[src/rtl/random_item_placer.sv]
// random_item_placer: places one item per request on a GRID_W x GRID_H board.
// A free-running 16-bit LFSR is scaled into board coordinates; each candidate
// is checked against the game state through a one-cycle occupancy handshake.
// Optional raster-scan fallback after MAX_TRIES random hits is enabled by
// defining RANDOM_ITEM_SCAN_FALLBACK_EN.
`timescale 1ns/1ps

module random_item_placer #(
  parameter int unsigned GRID_W    = 32,
  parameter int unsigned GRID_H    = 24,
  parameter logic [15:0] SEED      = 16'hACE1,
  parameter int unsigned MAX_TRIES = 8,
  localparam int unsigned XW = $clog2(GRID_W),
  localparam int unsigned YW = $clog2(GRID_H)
) (
  input  logic          clk,
  input  logic          rst,
  input  logic          req,
  output logic          busy,
  output logic          occ_valid,
  output logic [XW-1:0] occ_x,
  output logic [YW-1:0] occ_y,
  input  logic          occ_hit,
  output logic [XW-1:0] item_x,
  output logic [YW-1:0] item_y,
  output logic          item_valid,
  output logic          fail
);

  localparam logic [15:0]   SEED_EFF = (SEED == 16'h0000) ? 16'h0001 : SEED;
  localparam int unsigned   TW       = 8;
  localparam logic [TW-1:0] TRY_LAST = TW'(MAX_TRIES - 1);
`ifdef RANDOM_ITEM_SCAN_FALLBACK_EN
  localparam int unsigned   CELLS     = GRID_W * GRID_H;
  localparam int unsigned   SW        = $clog2(CELLS);
  localparam logic [SW-1:0] SCAN_LAST = SW'(CELLS - 1);
  localparam logic [XW-1:0] X_LAST    = XW'(GRID_W - 1);
  localparam logic [YW-1:0] Y_LAST    = YW'(GRID_H - 1);
`endif

  typedef enum logic [2:0] {
    IDLE,
    DRAW,
    QUERY,
`ifdef RANDOM_ITEM_SCAN_FALLBACK_EN
    CHECK,
    SCAN_Q,
    SCAN_C
`else
    CHECK
`endif
  } state_t;

  state_t        state, state_d;
  logic [15:0]   lfsr;
  logic [TW-1:0] tries, tries_d;
  logic [XW-1:0] cand_x, cand_x_d;
  logic [YW-1:0] cand_y, cand_y_d;
  logic          busy_d, occ_valid_d, item_valid_d, fail_d;
  logic [XW-1:0] occ_x_d, item_x_d;
  logic [YW-1:0] occ_y_d, item_y_d;
  logic [15:0]   prod_x_c, prod_y_c;
  logic [XW-1:0] rnd_x_c;
  logic [YW-1:0] rnd_y_c;
`ifdef RANDOM_ITEM_SCAN_FALLBACK_EN
  logic [SW-1:0] scan_cnt, scan_cnt_d;
  logic [XW-1:0] next_x_c;
  logic [YW-1:0] next_y_c;
`endif

  // Free-running Fibonacci LFSR, taps 16,14,13,11
  always_ff @(posedge clk) begin
    if (rst) lfsr <= SEED_EFF;
    else     lfsr <= {lfsr[14:0], lfsr[15] ^ lfsr[13] ^ lfsr[12] ^ lfsr[10]};
  end

  // Multiply-scale the LFSR bytes so the candidate is always on the board
  always_comb begin
    prod_x_c = 16'(lfsr[15:8]) * 16'(GRID_W);
    prod_y_c = 16'(lfsr[7:0]) * 16'(GRID_H);
    rnd_x_c  = XW'(prod_x_c >> 8);
    rnd_y_c  = YW'(prod_y_c >> 8);
  end

`ifdef RANDOM_ITEM_SCAN_FALLBACK_EN
  // Raster successor of the current candidate, wrapping at both board edges
  always_comb begin
    next_x_c = cand_x + XW'(1);
    next_y_c = cand_y;
    if (cand_x == X_LAST) begin
      next_x_c = '0;
      next_y_c = (cand_y == Y_LAST) ? '0 : cand_y + YW'(1);
    end
  end
`endif

  // State and output registers
  always_ff @(posedge clk) begin
    if (rst) begin
      state      <= IDLE;
      tries      <= '0;
      cand_x     <= '0;
      cand_y     <= '0;
      busy       <= 1'b0;
      occ_valid  <= 1'b0;
      occ_x      <= '0;
      occ_y      <= '0;
      item_x     <= '0;
      item_y     <= '0;
      item_valid <= 1'b0;
      fail       <= 1'b0;
`ifdef RANDOM_ITEM_SCAN_FALLBACK_EN
      scan_cnt   <= '0;
`endif
    end else begin
      state      <= state_d;
      tries      <= tries_d;
      cand_x     <= cand_x_d;
      cand_y     <= cand_y_d;
      busy       <= busy_d;
      occ_valid  <= occ_valid_d;
      occ_x      <= occ_x_d;
      occ_y      <= occ_y_d;
      item_x     <= item_x_d;
      item_y     <= item_y_d;
      item_valid <= item_valid_d;
      fail       <= fail_d;
`ifdef RANDOM_ITEM_SCAN_FALLBACK_EN
      scan_cnt   <= scan_cnt_d;
`endif
    end
  end

  // Next state and next register values; strobes/pulses default low
  always_comb begin
    state_d      = state;
    tries_d      = tries;
    cand_x_d     = cand_x;
    cand_y_d     = cand_y;
    busy_d       = busy;
    occ_valid_d  = 1'b0;
    occ_x_d      = occ_x;
    occ_y_d      = occ_y;
    item_x_d     = item_x;
    item_y_d     = item_y;
    item_valid_d = 1'b0;
    fail_d       = 1'b0;
`ifdef RANDOM_ITEM_SCAN_FALLBACK_EN
    scan_cnt_d   = scan_cnt;
`endif
    case (state)
      IDLE: begin
        if (req) begin
          state_d = DRAW;
          tries_d = '0;
          busy_d  = 1'b1;
        end
      end
      DRAW: begin
        cand_x_d    = rnd_x_c;
        cand_y_d    = rnd_y_c;
        occ_valid_d = 1'b1;
        occ_x_d     = rnd_x_c;
        occ_y_d     = rnd_y_c;
        state_d     = QUERY;
      end
      QUERY: state_d = CHECK;
      CHECK: begin
        if (!occ_hit) begin
          item_x_d     = cand_x;
          item_y_d     = cand_y;
          item_valid_d = 1'b1;
          busy_d       = 1'b0;
          state_d      = IDLE;
        end else if (tries < TRY_LAST) begin
          tries_d = tries + TW'(1);
          state_d = DRAW;
        end else begin
`ifdef RANDOM_ITEM_SCAN_FALLBACK_EN
          cand_x_d    = next_x_c;
          cand_y_d    = next_y_c;
          occ_valid_d = 1'b1;
          occ_x_d     = next_x_c;
          occ_y_d     = next_y_c;
          scan_cnt_d  = '0;
          state_d     = SCAN_Q;
`else
          fail_d  = 1'b1;
          busy_d  = 1'b0;
          state_d = IDLE;
`endif
        end
      end
`ifdef RANDOM_ITEM_SCAN_FALLBACK_EN
      SCAN_Q: state_d = SCAN_C;
      SCAN_C: begin
        if (!occ_hit) begin
          item_x_d     = cand_x;
          item_y_d     = cand_y;
          item_valid_d = 1'b1;
          busy_d       = 1'b0;
          state_d      = IDLE;
        end else if (scan_cnt == SCAN_LAST) begin
          fail_d  = 1'b1;
          busy_d  = 1'b0;
          state_d = IDLE;
        end else begin
          scan_cnt_d  = scan_cnt + SW'(1);
          cand_x_d    = next_x_c;
          cand_y_d    = next_y_c;
          occ_valid_d = 1'b1;
          occ_x_d     = next_x_c;
          occ_y_d     = next_y_c;
          state_d     = SCAN_Q;
        end
      end
`endif
      default: state_d = IDLE;
    endcase
  end

endmodule

[config.mk]
export PLATFORM = sky130hd
export DESIGN_NAME = random_item_placer
export DESIGN_NICKNAME = d
export VERILOG_FILES = /design/src/rtl/random_item_placer.sv
export SDC_FILE = /design/constraint.sdc
export NUM_CORES = 1
export LEC_CHECK = 0
export BUFFER_PORTS_ARGS = -buffer_cell sky130_fd_sc_hd__buf_2
export CORE_ASPECT_RATIO = 0.9
export CORE_UTILIZATION = 49
export DETAILED_ROUTE_END_ITERATION = 7
export GPL_TIMING_DRIVEN = 0
export HOLD_SLACK_MARGIN = 0.02
export PLACE_DENSITY = 0.66
export SYNTH_ARGS = -nofsm -noshare
export SYNTH_HDL_FRONTEND = slang
export SYNTH_SLANG_ARGS = --single-unit
[constraint.sdc]
create_clock -name clk -period 1.9 [get_ports clk]
set_input_delay 0 -clock clk [delete_from_list [all_inputs] [get_ports clk]]
set_output_delay 0 -clock clk [all_outputs]
set_load 0.02 [all_outputs]
Word level (Yosys, flattened, before mapping). Cells that the tools add are included.

Register bits: 51. Input bits: 4.

$add $sub $neg: 1. Multiply operators: 1. Order comparisons: 1. Equality and inequality tests: 7. Mux-type cells: 15. Bitwise logic cells: 5. Reduce and logical (&&, ||, !) cells: 7.

Operators by type and width (number): 2-to-1 mux 8 bit (3); one-hot mux 8 bit (2 select lines) (1); one-hot mux 3 bit (4 select lines) (1); multiplier 8 x 2 -> 10 bit, second input constant (1); adder 8 x 1 -> 8 bit, second input constant (1); < comparator 8 x 3 -> 1 bit, second input constant (1); 2-to-1 mux 1 bit (8); == test 3 x 2 -> 1 bit, second input constant (2); inequality test 2 bit, second input constant (3); AND reduction 4 bit (1); == test 3 x 1 -> 1 bit, second input constant (1); logical NOT 3 bit (1); 2-to-1 mux 3 bit (1); inequality test 3 bit, second input constant (1); AND reduction 3 bit (1); OR reduction 3 bit (1); XOR 1 bit (3); NOT 1 bit (2); one-hot mux 1 bit (2 select lines) (1); AND reduction 2 bit (1); nonzero test 2 bit (1); OR reduction 2 bit (1).

Depth between registers and ports, before layout. Gate-level depths: netlist (run 1).

Depth in word-level cells: 4. Depth in mapped cells: 6. Gate-level depth less buffers: 6.

Worst setup path before layout (run 1). Ideal clock, no wire load.

Path kind: flip-flop to flip-flop. From: register lfsr[6]. To: register cand_y[2]. Setup time: 0.091 ns. Arrival time: 1.474 ns. Setup slack: 0.335 ns. Cell stages (with the launch flop): 6. Buffers on the path: 0. Path through: dfxtp_1 ha_1 a21oi_1 nand2_1 or3_1 a311oi_1.

Longest elaborated chain between the ends: 1.

Ends and longest elaborated chain: from (decl) (RTL line 55) `logic [15:0] lfsr;`; from (signal assigned) (RTL line 74) `else lfsr <= {lfsr[14:0], lfsr[15] ^ lfsr[13] ^ lfsr[12] ^ lfsr[10]};`; multiplier 8 x 2 -> 10 bit (RTL line 80) `prod_y_c = 16'(lfsr[7:0]) * 16'(GRID_H);`; to (signal assigned) (RTL line 119) `cand_y <= cand_y_d;`; to (decl) (RTL line 58) `logic [YW-1:0] cand_y, cand_y_d;`.

No other way between the ends. A chain may end at the register's enable or synchronous reset.

Worst setup path in the final report (run 1). Ends and elaborated chain as after synthesis.

==> impl_results.md, run 1 <==
- Run status: completed
- Post-route core utilization: 0.609
- Post-synthesis net count: 230
- Final weighted congestion in routability-driven placement: approximately 0.82
- Die extent in y: between 60 and 70 µm
- Crit path buffers/inverters: 0
- Antenna Diode Count: 0
- CTS buffer count: 5
- CTS sink count: 50
- Mean routed wirelength per cell: ~14 µm
- Clock transition at path regs: 0.09 ns
- Final Max Slew Viols: 0
- Fmax achieved: roughly 0.57 GHz
- Most common cell after layout, fill and taps aside: dfxtp_1
- Clock Tree Root: clkbuf_8
- Share of layout cells above drive strength 1: 0.208
- Crit Path Class: flip-flop to flip-flop
- Input/output buffers: 27
- NetSw: approximately 0.90 mW
- Clock share of power: 0.234
- Die width: approximately 70 µm
- Leftover overflow at the end of global routing: 0
- Share of the synthesized area in the top cell type: 0.490
- Total wirelength of the detailed-routed design: around 4.0 mm
- Register share of total power: 0.475
- Number of endpoints failing setup at the final stage: 0
- DIE AREA: approximately 4400 µm²
- Register bit total from synthesis: 50
- Worst clock skew: between 0.009 and 0.01 ns
- Max_cap viols: 0
- Combined global-route utilization of all metal layers: 0.200
- RSZ-0062 raised after global routing: no
- Worst hold path stage count: 4
- Total of warnings raised by yosys: 0
- Buffers from clock root to sink, at most: 2
- Startpoint of the most critical hold path: req
- Clock Latency Late Sink: roughly 0.3 ns
- First-pass detailed-route iteration total: 4
- Cell type with the highest aggregate area in the netlist: dfxtp_1
- Actual transition at the worst max-transition pin: about 0.53 ns
- Endpoint with the worst hold slack: busy
- H-tree depth: 2
- Max VDD drop: between 0.5 and 0.6 mV
- Overall via count from detail_route: roughly 1600
- Leakage power total: 0.989 nW
- Count of pins on the block boundary: 28
- Register-to-register path setup slack: approximately 0.15 ns
- Hold Fails Final Rpt: 0
- Mean instance size in the synthesized netlist: 9.58 µm²
- Power per standard cell area: approximately 1100 nW/µm²
- Commonest cells after routing, fill and taps aside: dfxtp_1, buf_2, nand2_1, a21oi_1, ha_1
- Synth-to-layout area growth: 15.3%
- Fraction of registers with async set/reset: 0
- Number of global-route vias before repair: about 1500
- Cell internal power dissipation: about 1.8 mW
- Placement Rows: 21
- Top delay family on crit path: compound AO/OA/AOI/OAI gates
- Initial DRC Count: roughly 100
- Initial antenna violation count: 0
- Path class of the lowest-slack min-delay path: primary input to flip-flop
- Synth unique cells: 40
- Final period demand of the worst path: 1.75 ns
- Type of element launching the critical path: flip-flop
- Net total in the final layout: roughly 270
- Clock tree from TritonCTS: yes
- Number of nets still failing antenna checks after routing: 0
- Number of remaining DRC errors: 0
- Total Negative Setup Slacks: 0 ns
- Commonest register cell after synthesis: dfxtp_1
- Largest incremental delay on the critical path: around 0.43 ns
- Slowest stage cell on the critical path: dfxtp_1
- Count of mapped cells out of synthesis: approximately 210
- Count of flip-flops with a built-in enable after synthesis: 0
- Final HPWL from detailed placement: roughly 2.9 mm
- Sequential element share of the synthesized area: 0.490
- Data required time of the worst path: 2.12 ns
- Via density: between 5 and 6
- Comb pwr share: 0.291
- R2R cell count: 5
- Cell Chain, Critical Path: ha_1, a21oi_1, nand2_1, or3_1, a311oi_1
- Worst slew margin: 0.649
- Top cells by area, synth: dfxtp_1, ha_1, nand2_1
- Effective utilization at floorplan: 0.528
- Area of the mapped netlist: 2040 µm²
- Maximum number of pins on one net before global-route repair: 16
- Crit path capture type: flip-flop
- Data arrival time at the worst-slack endpoint: around 2.0 ns
- Switch share: 0.336
- Area of the placeable core: about 3900 µm²
- Reg-to-reg critical path startpoint: lfsr[6]
- WHS: approximately 0.12 ns
- Wire length of the first global-routing pass: ~6.9 mm
- Peak fanout along the critical path: 5
- Post-route clock period utilization: 0.919
- R2R Path End: cand_y[2]
## layout make-up
type | count | area (µm²)
fillers | 344 | 1510
flip-flops and latches | 50 | 1000
plain buffers | 8 | 41.3
clock buffers | 6 | 82.6
well taps | 46 | 57.6
repair buffers | 29 | 155
inverters | 7 | 26.3
multi-input cells | 148 | 977
clock inverters | 2 | 12.5
## timing repair
item                                   4_1_cts  5_1_grt
buffers inserted                             0        0
endpoints found under the hold margin        2        0
hold buffers                                 2        0
gates resized for setup                      0        3
setup endpoints to repair                    0       12
## metrics by stage
step,instances,worst slack (ns),area [µm²],power (mW)
floorplan,213,0.335,2040,1.84
global placement,286,0.138,2230,2.05
detailed placement,286,0.103,2230,2.06
CTS,296,0.0844,2350,2.70
global route,296,0.00117,2350,2.85
finish,296,0.153,2350,2.68
## worst max-delay path by stage
stage | start | end | slack, ns | cells past startpoint
4_1_cts | state[1] | item_y[1] | 0.08 | 5
5_1_grt | lfsr[2] | cand_y[1] | 0.001 | 5
3_3_place_gp | state[1] | item_x[1] | 0.14 | 5
3_5_place_dp | state[1] | item_y[3] | 0.10 | 5
2_1_floorplan | lfsr[6] | cand_y[2] | 0.33 | 5
6_report | lfsr[6] | cand_y[2] | 0.15 | 5
## Yosys cell counts (2+ instances only)
library cell	n
or4_1	2
clkbuf_1	4
a21oi_1	19
nor2_1	10
inv_1	7
a21o_1	2
o311ai_0	2
nand2b_1	4
ha_1	13
nand2_1	27
a31oi_1	3
and2_1	4
nor2b_1	11
or2_2	7
a311oi_1	2
a211oi_1	4
nor3b_1	4
nand3_1	2
mux2i_1	5
o21ai_0	8
nand4_1	2
xor2_1	2
dfxtp_1	50
nand3b_1	2
buf_2	2
## flip-flops by register name, indices dropped and copies added, names as in the netlist
signal	count
lfsr	16
tries	8
cand_x	5
cand_y	5
item_x	5
item_y	5
state	2
busy	1
fail	1
item_valid	1
occ_valid	1
## per-layer routing
layer  GRT usage  wire length, µm  part of all wire
met5           0                0                 0
met4      0.0750               61             0.015
met3      0.0480              186             0.046
met2       0.292             1690              0.42
met1       0.285             2080              0.52
## logic make-up (layout without fill, tap and decap cells)
| logic type | count (synthesis) | in the layout | synth area share |
|---|---|---|---|
| AND/OR/NAND/NOR | 82 | 82 | 0.220 |
| multiplexers | 5 | 5 | 0.0245 |
| XOR/XNOR | 3 | 3 | 0.0129 |
| buffers and inverters | 15 | 52 | 0.0325 |
| AO/OA/AOI/OAI | 45 | 45 | 0.140 |
| adder cells (fa/ha/maj) | 13 | 13 | 0.0797 |
| flip-flops | 50 | 50 | 0.490 |
## tightest hold or removal path: cells and delay by family
kind            cells  cell delay, ns
compound gates      2            0.23
buf+inv             1            0.11
simple gates        1            0.05
## power by group through the flow
| stage | clock network [mW] | logic [mW] | registers [mW] |
|---|---|---|---|
| after floorplan | 0 | 0.475 | 1.37 |
| after global placement | 0 | 0.753 | 1.30 |
| after detailed placement | 0 | 0.766 | 1.30 |
| after CTS | 0.646 | 0.778 | 1.27 |
| after global routing | 0.694 | 0.860 | 1.29 |
| final | 0.627 | 0.779 | 1.27 |
No activity file was read; power rests on OpenSTA's default activity.
==> inputs of run 2 (changes only) <==
--- a/config.mk
+++ b/config.mk
@@ -7,11 +7,11 @@
 export LEC_CHECK = 0
 export BUFFER_PORTS_ARGS = -buffer_cell sky130_fd_sc_hd__buf_2
 export CORE_ASPECT_RATIO = 0.9
-export CORE_UTILIZATION = 49
+export CORE_UTILIZATION = 54
 export DETAILED_ROUTE_END_ITERATION = 7
 export GPL_TIMING_DRIVEN = 0
 export HOLD_SLACK_MARGIN = 0.02
-export PLACE_DENSITY = 0.66
+export PLACE_DENSITY = 0.72
 export SYNTH_ARGS = -nofsm -noshare
 export SYNTH_HDL_FRONTEND = slang
 export SYNTH_SLANG_ARGS = --single-unit
==> impl_results.md, run 2 (synthesis gave the netlist of run 1 again) <==
- Worst slew margin: 0.603 (-0.0453)
- Final HPWL from detailed placement: 2.85 mm (-0.60%)
- Data required time of the worst path: 2.15 ns (+0.03 ns)
- Die width: 66.8 µm (-4.6%)
- Area of the placeable core: 3500 µm² (-9.3%)
- Initial antenna violation count: 0 (unchanged)
- Initial DRC Count: 61 (-40%)
- Input/output buffers: 27 (unchanged)
- Number of flip-flops under the largest register name: 16 (unchanged)
- Maximum number of pins on one net before global-route repair: 18 (+2)
- Fmax achieved: 0.570 GHz (-0.47%)
- Buffers inserted by post-CTS timing repair: 0 (unchanged)
- Comb pwr share: 0.271 (-0.020)
- Path class of the lowest-slack min-delay path: primary input to flip-flop
- Type of element launching the critical path: flip-flop
- Run status: completed
- Crit Path Class: flip-flop to flip-flop
- Busiest metal layer after global routing: met2
- Switch share: 0.330 (-0.00598)
- Inst Count DP: 284 (-0.70%)
- Reg-to-reg critical path startpoint: tries[0]
- Antenna Diode Count: 0 (unchanged)
- Peak fanout along the critical path: 4 (-1)
- RSZ-0062 raised after global routing: no
- Total Negative Setup Slacks: 0 ns (unchanged)
- Net total in the final layout: 266 (unchanged)
- NetSw: 0.929 mW (+3.1%)
- Final period demand of the worst path: 1.75 ns (+0.00825 ns)
- Worst hold path stage count: 4 (unchanged)
- Number of nets still failing antenna checks after routing: 0 (unchanged)
- Cell internal power dissipation: 1.88 mW (+5.9%)
- CTS buffer count: 5 (unchanged)
- Startpoint of the most critical hold path: req
- Combined global-route utilization of all metal layers: 0.216 (+0.0157)
- Clock transition at path regs: 0.09 ns (about the same)
- Leftover overflow at the end of global routing: 0 (unchanged)
- Largest Register: lfsr
- H-tree depth: 2 (unchanged)
- Wire length of the first global-routing pass: 6.29 mm (-9.1%)
- Mean routed wirelength per cell: 13.3 µm (-2.0%)
- Worst clock skew: 0.00675 ns (-0.00287 ns)
- Global-route track usage on met3: 0.0782 (+0.0302)
- CTS sink count: 50 (unchanged)
- Register share of total power: 0.449 (-0.026)
- Crit path capture type: flip-flop
- Final Max Slew Viols: 0 (unchanged)
- Commonest cells after routing, fill and taps aside: dfxtp_1, buf_2, nand2_1, a21oi_1, ha_1
- Register-to-register path setup slack: 0.15 ns (about the same)
- Clock Tree Root: clkbuf_8
- Total wirelength of the detailed-routed design: 3.91 mm (-2.6%)
- Final weighted congestion in routability-driven placement: 0.798 (-2.8%)
- Actual transition at the worst max-transition pin: 0.595 ns (+0.0690 ns)
- Number of global-route vias before repair: 1368 (-6.4%)
- Buffers from clock root to sink, at most: 2 (unchanged)
- R2R cell count: 5 (unchanged)
- Synth-to-layout area growth: 16.1%
- Placement Rows: 20 (-4.8%)
- Clock tree from TritonCTS: yes
- Placement Cell Area: 2230 µm² (-0.11%)
- Data arrival time at the worst-slack endpoint: 2.00 ns (+0.04 ns)
- Clock Latency Late Sink: 0.31 ns (about the same)
- Cell area after layout: 2370 µm² (+0.69%)
- Power per standard cell area: 1190 nW/µm² (+4.3%)
- Effective utilization at floorplan: 0.582 (+0.0542)
- Post-route clock period utilization: 0.924 (+0.00434)
- Global Route met2 Usage: 0.312 (+0.0196)
- Count of pins on the block boundary: 28 (unchanged)
- Overall via count from detail_route: 1521 (-3.9%)
- Global routing usage on met1: 0.290 (+0.00497)
- Via density: 5.17 (-3.3%)
- WHS: 0.0762 ns (-0.0410 ns)
- Hold Fails Final Rpt: 0 (unchanged)
- Number of remaining DRC errors: 0 (unchanged)
- Largest registers ranked by flip-flop count: lfsr: 16 flops, tries: 8 flops
- Most common cell after layout, fill and taps aside: dfxtp_1
- Leakage power total: 0.997 nW (+0.88%)
- Post-route non-filler standard cell count: 294 (-0.68%)
- Number of endpoints failing setup at the final stage: 0 (unchanged)
- Max VDD drop: 0.742 mV (+38%)
- Clock share of power: 0.279 (+0.045)
- R2R Path End: tries[0]
- First-pass detailed-route iteration total: 4 (unchanged)
- Die extent in y: 60.3 µm (-4.6%)
- Share of layout cells above drive strength 1: 0.204 (-0.00400)
- DIE AREA: 4030 µm² (-9.0%)
- Endpoint with the worst hold slack: state[1]
- Max_cap viols: 0 (unchanged)
[run 2: cell count changes in the layout (fill, tap and decap cells not counted), sizes merged]
cell and change:
clkbuf -2, buf +1, clkinv -1, clkinvlp -1, bufinv +1, inv +2
[run 2: worst max path at each step]
stage	startpoint	end	cells past startpoint
2_1_floorplan	lfsr[6]	cand_y[2]	5
3_3_place_gp	state[1]	cand_y[4]	6
3_5_place_dp	state[1]	item_x[3]	5
4_1_cts	state[1]	item_x[3]	5
5_1_grt	lfsr[2]	cand_y[3]	5
6_report	tries[0]	tries[0]	5
[run 2: area by class of cell]
| class | count | area, µm² |
|---|---|---|
| fill | 302 | 1130 |
| multi-input combinational | 148 | 976 |
| tap | 44 | 55.1 |
| clock buffer | 5 | 68.8 |
| sequential | 50 | 1000 |
| timing repair buffer | 29 | 155 |
| inverter | 7 | 26.3 |
| buffer | 8 | 40.0 |
| clock inverter | 3 | 47.5 |
[run 2: layer usage]
metal	vias up	share of wire
li1	804	-
met1	678	0.51
met2	33	0.41
met3	6	0.067
met4	0	0.015
met5	-	0
[run 2: what timing repair did]
action,4_1_cts,5_1_grt
hold buffers,2,0
resized for setup,0,1
setup endpoints to repair,0,4
hold endpoints to repair,2,0
[run 2: critical path, cell delays in order (launching register included)]
cell	delay (ns)
dfxtp_1	0.35
ha_1	0.22
a21oi_1	0.33
a41oi_2	0.21
or4_1	0.43
a21oi_1	0.15
[run 2: per-stage QoR]
stage | total power [mW] | worst slack, ns | utilization
global route | 2.97 | 0.0545 | 0.676
finish | 2.81 | 0.145 | 0.676
CTS | 2.84 | 0.136 | 0.676
floorplan | 1.84 | 0.335 | -
detailed placement | 2.05 | 0.155 | 0.637
global placement | 2.03 | 0.190 | 0.637
[run 2: power by group through the flow]
stage	clock [mW]	sequential [mW]	combinational, mW
finish	0.785	1.26	0.763
global route	0.838	1.28	0.856
CTS	0.802	1.27	0.767
detailed placement	0	1.29	0.760
global placement	0	1.29	0.743
floorplan	0	1.37	0.475
